File: config.mk
export PLATFORM = sky130hd
export DESIGN_NAME = branch_resolver_flat
export DESIGN_NICKNAME = d
export VERILOG_FILES = /design/src/rtl/bp_pkg.sv /design/src/rtl/branch_resolver_if.sv /design/src/rtl/pred_queue.sv /design/src/rtl/branch_resolver.sv /design/src/flat_wrapper.sv
export SDC_FILE = /design/constraint.sdc
export NUM_CORES = 1
export LEC_CHECK = 0
export CORE_UTILIZATION = 49
export DETAILED_ROUTE_END_ITERATION = 6
export MAX_ROUTING_LAYER = met4
export PLACE_DENSITY = 0.79
export SKIP_LAST_GASP = 1
export SYNTH_ARGS = -nofsm -noshare
export SYNTH_HDL_FRONTEND = slang
export SYNTH_SLANG_ARGS = --single-unit
File: constraint.sdc
create_clock -name clock -period 8 [get_ports clock]
set_input_delay 1.2 -clock clock [delete_from_list [all_inputs] [get_ports clock]]
set_output_delay 1.2 -clock clock [all_outputs]
set_load 0.005 [all_outputs]
File: src/rtl/bp_pkg.sv
`default_nettype none
// ============================================================================
//  Module   : bp_pkg
//  Purpose  : Shared types and constants for the branch resolver block:
//             prediction queue entry, resolver state encoding, PC step.
//  Revision : 1.0  initial release
// ============================================================================
package bp_pkg;

  // One in-flight prediction as captured at fetch time
  typedef struct packed {
    logic [31:0] pc;
    logic        taken;
    logic [31:0] target;
  } pred_entry_t;

  // Resolver state: RUN accepts traffic, FLUSH drains after a redirect
  typedef enum logic [0:0] {
    RUN   = 1'b0,
    FLUSH = 1'b1
  } state_t;

  // Sequential fall-through distance for a not-taken branch
  localparam logic [31:0] PC_STEP = 32'd4;

endpackage
`default_nettype wire

File: src/rtl/branch_resolver_if.sv
`default_nettype none
// ============================================================================
//  Module   : branch_resolver_if
//  Purpose  : Fetch / execute / predictor-update bundle for branch_resolver.
//             slave modport is the resolver side, master the environment.
//             Optional macro BRANCH_RESOLVER_STATS_EN adds statistics outputs.
//  Revision : 1.0  initial release
// ============================================================================
interface branch_resolver_if;
  logic        fetch_valid;
  logic        fetch_is_branch;
  logic [31:0] fetch_pc;
  logic        pred_taken;
  logic [31:0] pred_target;
  logic        fetch_stall;
  logic        ex_valid;
  logic [31:0] ex_pc;
  logic        ex_taken;
  logic [31:0] ex_target;
  logic        write;
  logic [31:0] pc_write;
  logic        branch_result;
  logic [31:0] branch_address;
  logic        redirect;
  logic [31:0] redirect_pc;
  logic        seq_error;
`ifdef BRANCH_RESOLVER_STATS_EN
  logic [31:0] stat_branches;
  logic [31:0] stat_mispredicts;
`endif

  modport slave (
    input  fetch_valid, fetch_is_branch, fetch_pc, pred_taken, pred_target,
    input  ex_valid, ex_pc, ex_taken, ex_target,
    output fetch_stall, write, pc_write, branch_result, branch_address,
    output redirect, redirect_pc, seq_error
`ifdef BRANCH_RESOLVER_STATS_EN
    , output stat_branches, stat_mispredicts
`endif
  );

  modport master (
    output fetch_valid, fetch_is_branch, fetch_pc, pred_taken, pred_target,
    output ex_valid, ex_pc, ex_taken, ex_target,
    input  fetch_stall, write, pc_write, branch_result, branch_address,
    input  redirect, redirect_pc, seq_error
`ifdef BRANCH_RESOLVER_STATS_EN
    , input stat_branches, stat_mispredicts
`endif
  );
endinterface
`default_nettype wire

File: src/rtl/pred_queue.sv
`default_nettype none
// ============================================================================
//  Module   : pred_queue
//  Purpose  : Circular FIFO of in-flight predictions with push/pop/clear,
//             occupancy count and full/empty flags. DEPTH must be 2^n, >= 2.
//  Revision : 1.0  initial release
// ============================================================================
module pred_queue
  import bp_pkg::*;
#(
  parameter int DEPTH = 4
) (
  input  wire logic                   clock,
  input  wire logic                   reset,
  input  wire logic                   i_push,
  input  wire logic                   i_pop,
  input  wire logic                   i_clear,
  input  wire pred_entry_t            i_data,
  output pred_entry_t                 o_head,
  output logic [$clog2(DEPTH):0]      o_count,
  output logic                        o_full,
  output logic                        o_empty
);
  localparam int AW = $clog2(DEPTH);

  pred_entry_t     r_mem [DEPTH];
  logic [AW-1:0]   r_wr_ptr;
  logic [AW-1:0]   r_rd_ptr;
  logic [AW:0]     r_count;

  // Pointer and occupancy tracking; pointers wrap naturally at DEPTH
  always_ff @(posedge clock or posedge reset) begin
    if (reset) begin
      r_wr_ptr <= '0;
      r_rd_ptr <= '0;
      r_count  <= '0;
    end else if (i_clear) begin
      r_wr_ptr <= '0;
      r_rd_ptr <= '0;
      r_count  <= '0;
    end else begin
      if (i_push) r_wr_ptr <= r_wr_ptr + 1'b1;
      if (i_pop)  r_rd_ptr <= r_rd_ptr + 1'b1;
      if (i_push && !i_pop)      r_count <= r_count + 1'b1;
      else if (i_pop && !i_push) r_count <= r_count - 1'b1;
    end
  end

  // Entry storage; no reset needed since count gates validity
  always_ff @(posedge clock) begin
    if (i_push) r_mem[r_wr_ptr] <= i_data;
  end

  assign o_head  = r_mem[r_rd_ptr];
  assign o_count = r_count;
  assign o_full  = (r_count == (AW+1)'(DEPTH));
  assign o_empty = (r_count == '0);

endmodule
`default_nettype wire

File: src/rtl/branch_resolver.sv
`default_nettype none
// ============================================================================
//  Module   : branch_resolver
//  Purpose  : Queues fetch-time predictions, checks them at execute, drives
//             the predictor update bus and the mispredict redirect/flush.
//             Optional macro BRANCH_RESOLVER_STATS_EN adds saturating
//             branch and mispredict counters.
//  Revision : 1.0  initial release
// ============================================================================
module branch_resolver
  import bp_pkg::*;
#(
  parameter int DEPTH        = 4,
  parameter int FLUSH_CYCLES = 3
) (
  input wire logic          clock,
  input wire logic          reset,
  branch_resolver_if.slave  bus
);
  localparam int QW = $clog2(DEPTH) + 1;
  localparam int CW = (FLUSH_CYCLES > 1) ? $clog2(FLUSH_CYCLES) : 1;

  state_t        r_state;
  logic [CW-1:0] r_flush_cnt;
  logic          r_write;
  logic [31:0]   r_pc_write;
  logic          r_branch_result;
  logic [31:0]   r_branch_address;
  logic          r_redirect;
  logic [31:0]   r_redirect_pc;
  logic          r_seq_error;

  pred_entry_t   w_entry;
  pred_entry_t   w_head;
  logic [QW-1:0] w_count;
  logic          w_full;
  logic          w_empty;
  logic          w_run;
  logic          w_push;
  logic          w_pop;
  logic          w_pc_mismatch;
  logic          w_mispredict;
  logic          w_clear;

  assign w_run   = (r_state == RUN);
  assign w_entry = '{pc: bus.fetch_pc, taken: bus.pred_taken, target: bus.pred_target};
  // full blocks the push even when a pop frees a slot this cycle
  assign w_push  = bus.fetch_valid & bus.fetch_is_branch & ~w_full & w_run;
  assign w_pop   = bus.ex_valid & ~w_empty & w_run;

  assign w_pc_mismatch = (bus.ex_pc != w_head.pc);
  assign w_mispredict  = (bus.ex_taken != w_head.taken)
                       | (bus.ex_taken & (bus.ex_target != w_head.target))
                       | w_pc_mismatch;
  // wrong-path entries (including a same-cycle push) are discarded
  assign w_clear = w_pop & w_mispredict;

  pred_queue #(.DEPTH(DEPTH)) u_queue (
    .clock   (clock),
    .reset   (reset),
    .i_push  (w_push),
    .i_pop   (w_pop),
    .i_clear (w_clear),
    .i_data  (w_entry),
    .o_head  (w_head),
    .o_count (w_count),
    .o_full  (w_full),
    .o_empty (w_empty)
  );

  assign bus.fetch_stall = (w_count == QW'(DEPTH));

  // Resolver FSM: redirect on mispredict, then hold off traffic while flushing
  always_ff @(posedge clock or posedge reset) begin
    if (reset) begin
      r_state       <= RUN;
      r_flush_cnt   <= '0;
      r_redirect    <= 1'b0;
      r_redirect_pc <= '0;
    end else begin
      r_redirect <= 1'b0;
      case (r_state)
        RUN: begin
          if (w_clear) begin
            r_state       <= FLUSH;
            r_flush_cnt   <= CW'(FLUSH_CYCLES - 1);
            r_redirect    <= 1'b1;
            r_redirect_pc <= bus.ex_taken ? bus.ex_target : (bus.ex_pc + PC_STEP);
          end
        end
        FLUSH: begin
          if (r_flush_cnt == '0) r_state <= RUN;
          else                   r_flush_cnt <= r_flush_cnt - 1'b1;
        end
        default: r_state <= RUN;
      endcase
    end
  end

  // Predictor update bus, one strobe per resolved branch
  always_ff @(posedge clock or posedge reset) begin
    if (reset) begin
      r_write          <= 1'b0;
      r_pc_write       <= '0;
      r_branch_result  <= 1'b0;
      r_branch_address <= '0;
    end else begin
      r_write <= w_pop;
      if (w_pop) begin
        r_pc_write       <= bus.ex_pc;
        r_branch_result  <= bus.ex_taken;
        r_branch_address <= bus.ex_target;
      end
    end
  end

  // Sticky ordering error: resolution with nothing queued or wrong PC at head
  always_ff @(posedge clock or posedge reset) begin
    if (reset) begin
      r_seq_error <= 1'b0;
    end else if (w_run && bus.ex_valid && (w_empty || w_pc_mismatch)) begin
      r_seq_error <= 1'b1;
    end
  end

  assign bus.write          = r_write;
  assign bus.pc_write       = r_pc_write;
  assign bus.branch_result  = r_branch_result;
  assign bus.branch_address = r_branch_address;
  assign bus.redirect       = r_redirect;
  assign bus.redirect_pc    = r_redirect_pc;
  assign bus.seq_error      = r_seq_error;

`ifdef BRANCH_RESOLVER_STATS_EN
  logic [31:0] r_stat_branches;
  logic [31:0] r_stat_mispredicts;

  // Saturating statistics counters
  always_ff @(posedge clock or posedge reset) begin
    if (reset) begin
      r_stat_branches    <= '0;
      r_stat_mispredicts <= '0;
    end else begin
      if (w_pop && (r_stat_branches != '1))
        r_stat_branches <= r_stat_branches + 1'b1;
      if (w_clear && (r_stat_mispredicts != '1))
        r_stat_mispredicts <= r_stat_mispredicts + 1'b1;
    end
  end

  assign bus.stat_branches    = r_stat_branches;
  assign bus.stat_mispredicts = r_stat_mispredicts;
`endif

endmodule
`default_nettype wire

File: src/flat_wrapper.sv
// flat-port wrapper written by rule: the top's interface ports become plain ports
module branch_resolver_flat import bp_pkg::*;
#(
  parameter int DEPTH        = 4,
  parameter int FLUSH_CYCLES = 3
)
  (clock, reset, bus_fetch_valid, bus_fetch_is_branch, bus_fetch_pc, bus_pred_taken, bus_pred_target, bus_ex_valid, bus_ex_pc, bus_ex_taken, bus_ex_target, bus_fetch_stall, bus_write, bus_pc_write, bus_branch_result, bus_branch_address, bus_redirect, bus_redirect_pc, bus_seq_error);
  branch_resolver_if bus_i ();
  input wire logic clock;
  input wire logic reset;
  input wire logic [$bits(bus_i.fetch_valid)-1:0] bus_fetch_valid;
  input wire logic [$bits(bus_i.fetch_is_branch)-1:0] bus_fetch_is_branch;
  input wire logic [$bits(bus_i.fetch_pc)-1:0] bus_fetch_pc;
  input wire logic [$bits(bus_i.pred_taken)-1:0] bus_pred_taken;
  input wire logic [$bits(bus_i.pred_target)-1:0] bus_pred_target;
  input wire logic [$bits(bus_i.ex_valid)-1:0] bus_ex_valid;
  input wire logic [$bits(bus_i.ex_pc)-1:0] bus_ex_pc;
  input wire logic [$bits(bus_i.ex_taken)-1:0] bus_ex_taken;
  input wire logic [$bits(bus_i.ex_target)-1:0] bus_ex_target;
  output wire logic [$bits(bus_i.fetch_stall)-1:0] bus_fetch_stall;
  output wire logic [$bits(bus_i.write)-1:0] bus_write;
  output wire logic [$bits(bus_i.pc_write)-1:0] bus_pc_write;
  output wire logic [$bits(bus_i.branch_result)-1:0] bus_branch_result;
  output wire logic [$bits(bus_i.branch_address)-1:0] bus_branch_address;
  output wire logic [$bits(bus_i.redirect)-1:0] bus_redirect;
  output wire logic [$bits(bus_i.redirect_pc)-1:0] bus_redirect_pc;
  output wire logic [$bits(bus_i.seq_error)-1:0] bus_seq_error;
  assign bus_i.fetch_valid = bus_fetch_valid;
  assign bus_i.fetch_is_branch = bus_fetch_is_branch;
  assign bus_i.fetch_pc = bus_fetch_pc;
  assign bus_i.pred_taken = bus_pred_taken;
  assign bus_i.pred_target = bus_pred_target;
  assign bus_i.ex_valid = bus_ex_valid;
  assign bus_i.ex_pc = bus_ex_pc;
  assign bus_i.ex_taken = bus_ex_taken;
  assign bus_i.ex_target = bus_ex_target;
  assign bus_fetch_stall = bus_i.fetch_stall;
  assign bus_write = bus_i.write;
  assign bus_pc_write = bus_i.pc_write;
  assign bus_branch_result = bus_i.branch_result;
  assign bus_branch_address = bus_i.branch_address;
  assign bus_redirect = bus_i.redirect;
  assign bus_redirect_pc = bus_i.redirect_pc;
  assign bus_seq_error = bus_i.seq_error;
  branch_resolver #(.DEPTH(DEPTH), .FLUSH_CYCLES(FLUSH_CYCLES)) u_core (.clock(clock), .reset(reset), .bus(bus_i));
endmodule
==> impl_metrics.csv <==
group,metric,value,unit
placed_design,io_buffers,235,
logic_synthesis,synth_top_area_share,50.3,%
grt,grt_usage,25.6,%
cts,htreeDepth,2,
worst_setup_path,required,8.40,ns
timing,skew,0.0158,ns
timing,finalMaxSlewViolations,0,
logic_synthesis,synthFlopType,"edfxtp_1",
cts,cts_made_buffers,38,
placed_design,dpl_worst_slack,3.56,ns
cts,path_clk_slew,0.06,ns
die,die_w,180,um
layout,final_cell_area,19400,um2
logic_synthesis,syn-num-nets,1176,
logic_synthesis,synth_area,15500,um2
timing,max_freq,227,MHz
worst_setup_path,crit_type,"register to register",
logic_synthesis,syn_inst,1034,
logic_synthesis,syn_avg_cell_area,15.0,um2
cts,cts_tree,"built",
die,coreArea,30800,um2
layout,final_common_cell,"edfxtp_1",
logic_synthesis,ys_seq_area_share,68.1,%
placed_design,gp_congestion,0.848,
timing,rsz0062_at_grt,"false",
worst_setup_path,worst_ep_arrival_time,4.81,ns
die,ios,236,
hold_path,hold_depth,2,
logic_synthesis,ys_types,48,
cts,cts.path.max_buffers,3,
worst_setup_path,r2r_cells,9,
drt,wl,39900,um
grt,grt_pass1_vias,9557,
logic_synthesis,synthArstFlopShare,29.7,%
cts,post_cts_buffers,0,
timing,min_period,4.41,ns
logic_synthesis,netlist_top_cells_area,"edfxtp_1 50%, dfrtp_1 18%, mux4_2 7.7%",
cts,hold_buffers,0,
timing,setup_tns,0,ns
die,std_cell_rows,64,
timing,worst-slew-pin-transition,0.943,ns
timing,relSlewSlack,37.1,%
status,violations,"design-rule violations",
power_and_ir_drop,p_leak,7.08,nW
layout,final_cell_mix,"260 x edfxtp_1, 240 x nand2_1, 234 x clkdlybuf4s50_1",
layout,final_util,62.9,%
logic_synthesis,synth-seq-cells,370,
worst_setup_path,cp_max_fo,45,
drt,antenna_left,0,
die,die_h,180,um
drt,wl_per_cell,23.5,um
die,start_util,50.3,%
drt,drt-initial-drc-count,827,
logic_synthesis,yosysTopAreaCell,"edfxtp_1",
run,drv_cap,0,
layout,fillCellCount,2201,
worst_setup_path,critPathLaunchType,"register",
grt,grt_pass1_wl,59200,um
cts,cts_resized,0,
worst_setup_path,end_kind,"register",
grt,grt-ovfl-total,0,
drt,drc,21,
cts,root_buffer,"clkbuf_16",
layout,syn_to_final_growth,25.0,%
drt,first_pass_iters,7,
drt,via_per_inst,5.62,
status,status,"finished, violations left",
timing,period_share,55.1,%
drt,route.vias.total,9537,
layout,drive_gt1_share,12.8,%
grt,grt_max_degree,71,
timing,hold_violations,0,
logic_synthesis,synth_edf_count,260,
grt,grt_antenna_before_repair,5,
power_and_ir_drop,ir_drop,0.188,mV
timing,finalWorstSetupSlack,3.59,ns
cts,clk_latency,0.53,ns
hold_path,holdCritPathClass,"register to register",
cts,cts.sinks,370,
die,dieArea,32400,um2
placed_design,dp_hpwl,27400,um
placed_design,place_area,18200,um2
logic_synthesis,synth_warnings,0,
layout,nNetsFinal,1408,
power_and_ir_drop,power_density,295,nW/um2
timing,setup_viol,0,
-- where the power goes --
part	total (W)	switching (W)	internal (W)	leakage [nW]
combinational	0.00142	0.000639	0.000782	2.79
sequential	0.00259	0.000185	0.00240	3.70
clock	0.00170	0.000708	0.000996	0.587
-- synthesized netlist by cell type, types with 2 or more instances --
cell type  number
a31oi_1         2
xnor2_1        18
dfrtp_1       110
buf_2          11
mux2i_1        26
buf_1           5
mux2_4         31
xor2_1         81
nor2b_1         3
o2111ai_1       2
mux4_2         53
ha_1            6
o22ai_1         4
nand4_1        11
buf_4           2
a221oi_1        2
nor2_1         22
and4_1          4
edfxtp_1      260
mux2_2          4
clkbuf_1       27
inv_1           8
nand2_1       240
and3_1          3
nor4_1         12
nand3_1        14
o21ai_0        32
buf_6           8
a21oi_1         2
and2_1          5
nor3_1          9
-- final timing paths --
path | start | end | slack, ns
min in group asynchronous | reset | u_core.bus.seq_error | 1.17
max in group asynchronous | reset | u_core.u_queue.r_rd_ptr[1] | 5.56
max | u_core.u_queue.r_rd_ptr[0] | u_core.bus.redirect_pc[18] | 3.59
max reg2reg | u_core.u_queue.r_rd_ptr[0] | u_core.bus.redirect_pc[18] | 3.59
min reg2reg | u_core.bus.branch_address[17] | u_core.bus.branch_address[17] | 0.47
min | u_core.bus.branch_address[17] | u_core.bus.branch_address[17] | 0.47
-- metal layers --
| layer | GRT usage, % | wire, um | vias up |
|---|---|---|---|
| met5 | - | 0 | - |
| met4 | 9.21 | 1300 | 0 |
| met3 | 5.15 | 3570 | 78 |
| met2 | 40.4 | 19300 | 478 |
| met1 | 33.1 | 15700 | 4767 |
| li1 | - | - | 4214 |
-- layout make-up --
cell class	instances	area, um2	share of cell area, %
tap	396	495	2.56
multi-input combinational	601	4640	24.0
clock buffer	56	1070	5.51
inverter	9	36.3	0.187
sequential	370	10600	54.5
antenna	5	12.5	0.0645
clock inverter	13	135	0.697
timing repair buffer	246	2430	12.5
-- state kept, by name, summed over array words and instances, names as in the netlist, 2 cells and up --
| register | flops |
|---|---|
| u_core.u_queue.r_rd_ptr | 2 |
| u_core.r_flush_cnt | 2 |
| u_core.u_queue.o_count | 3 |
| u_core.u_queue.r_mem | 260 |
| u_core.bus.branch_address | 32 |
| u_core.bus.pc_write | 32 |
| u_core.u_queue.r_wr_ptr | 2 |
| u_core.bus.redirect_pc | 32 |
-- critical path, stage by stage, from the launching register on --
cell and delay [ns]:
dfrtp_4 0.95, buf_4 0.54, mux4_2 0.57, xor2_1 0.16, nor4_1 0.38, nand4_1 0.24
o32ai_2 0.48, a21oi_4 0.20, buf_4 0.35, mux2_4 0.37
-- through the flow --
stage | total power (W) | instances | hold slack [ns]
after global placement | 0.00399 | 1622 | 0.457
final | 0.00571 | 1696 | 0.471
after floorplan | 0.00323 | 1034 | 0.467
after detailed placement | 0.00404 | 1622 | 0.462
after CTS | 0.00574 | 1691 | 0.477
after global routing | 0.00596 | 1696 | 0.494
-- cells by family (layout without fill, tap and decap cells) --
logic type      count (synthesis)  count (layout)  share of synthesized area (%)
flops                         370             370                           68.1
simple gates                  328             328                           8.91
mux                           114             114                           12.7
xor+xnor                       99              99                           5.59
buf+inv                        63             324                           2.06
compound gates                 53              53                           2.09
fa+ha+maj                       7               7                          0.613
other cells                     0               5                              0
No activity file was read; power rests on OpenSTA's default activity.
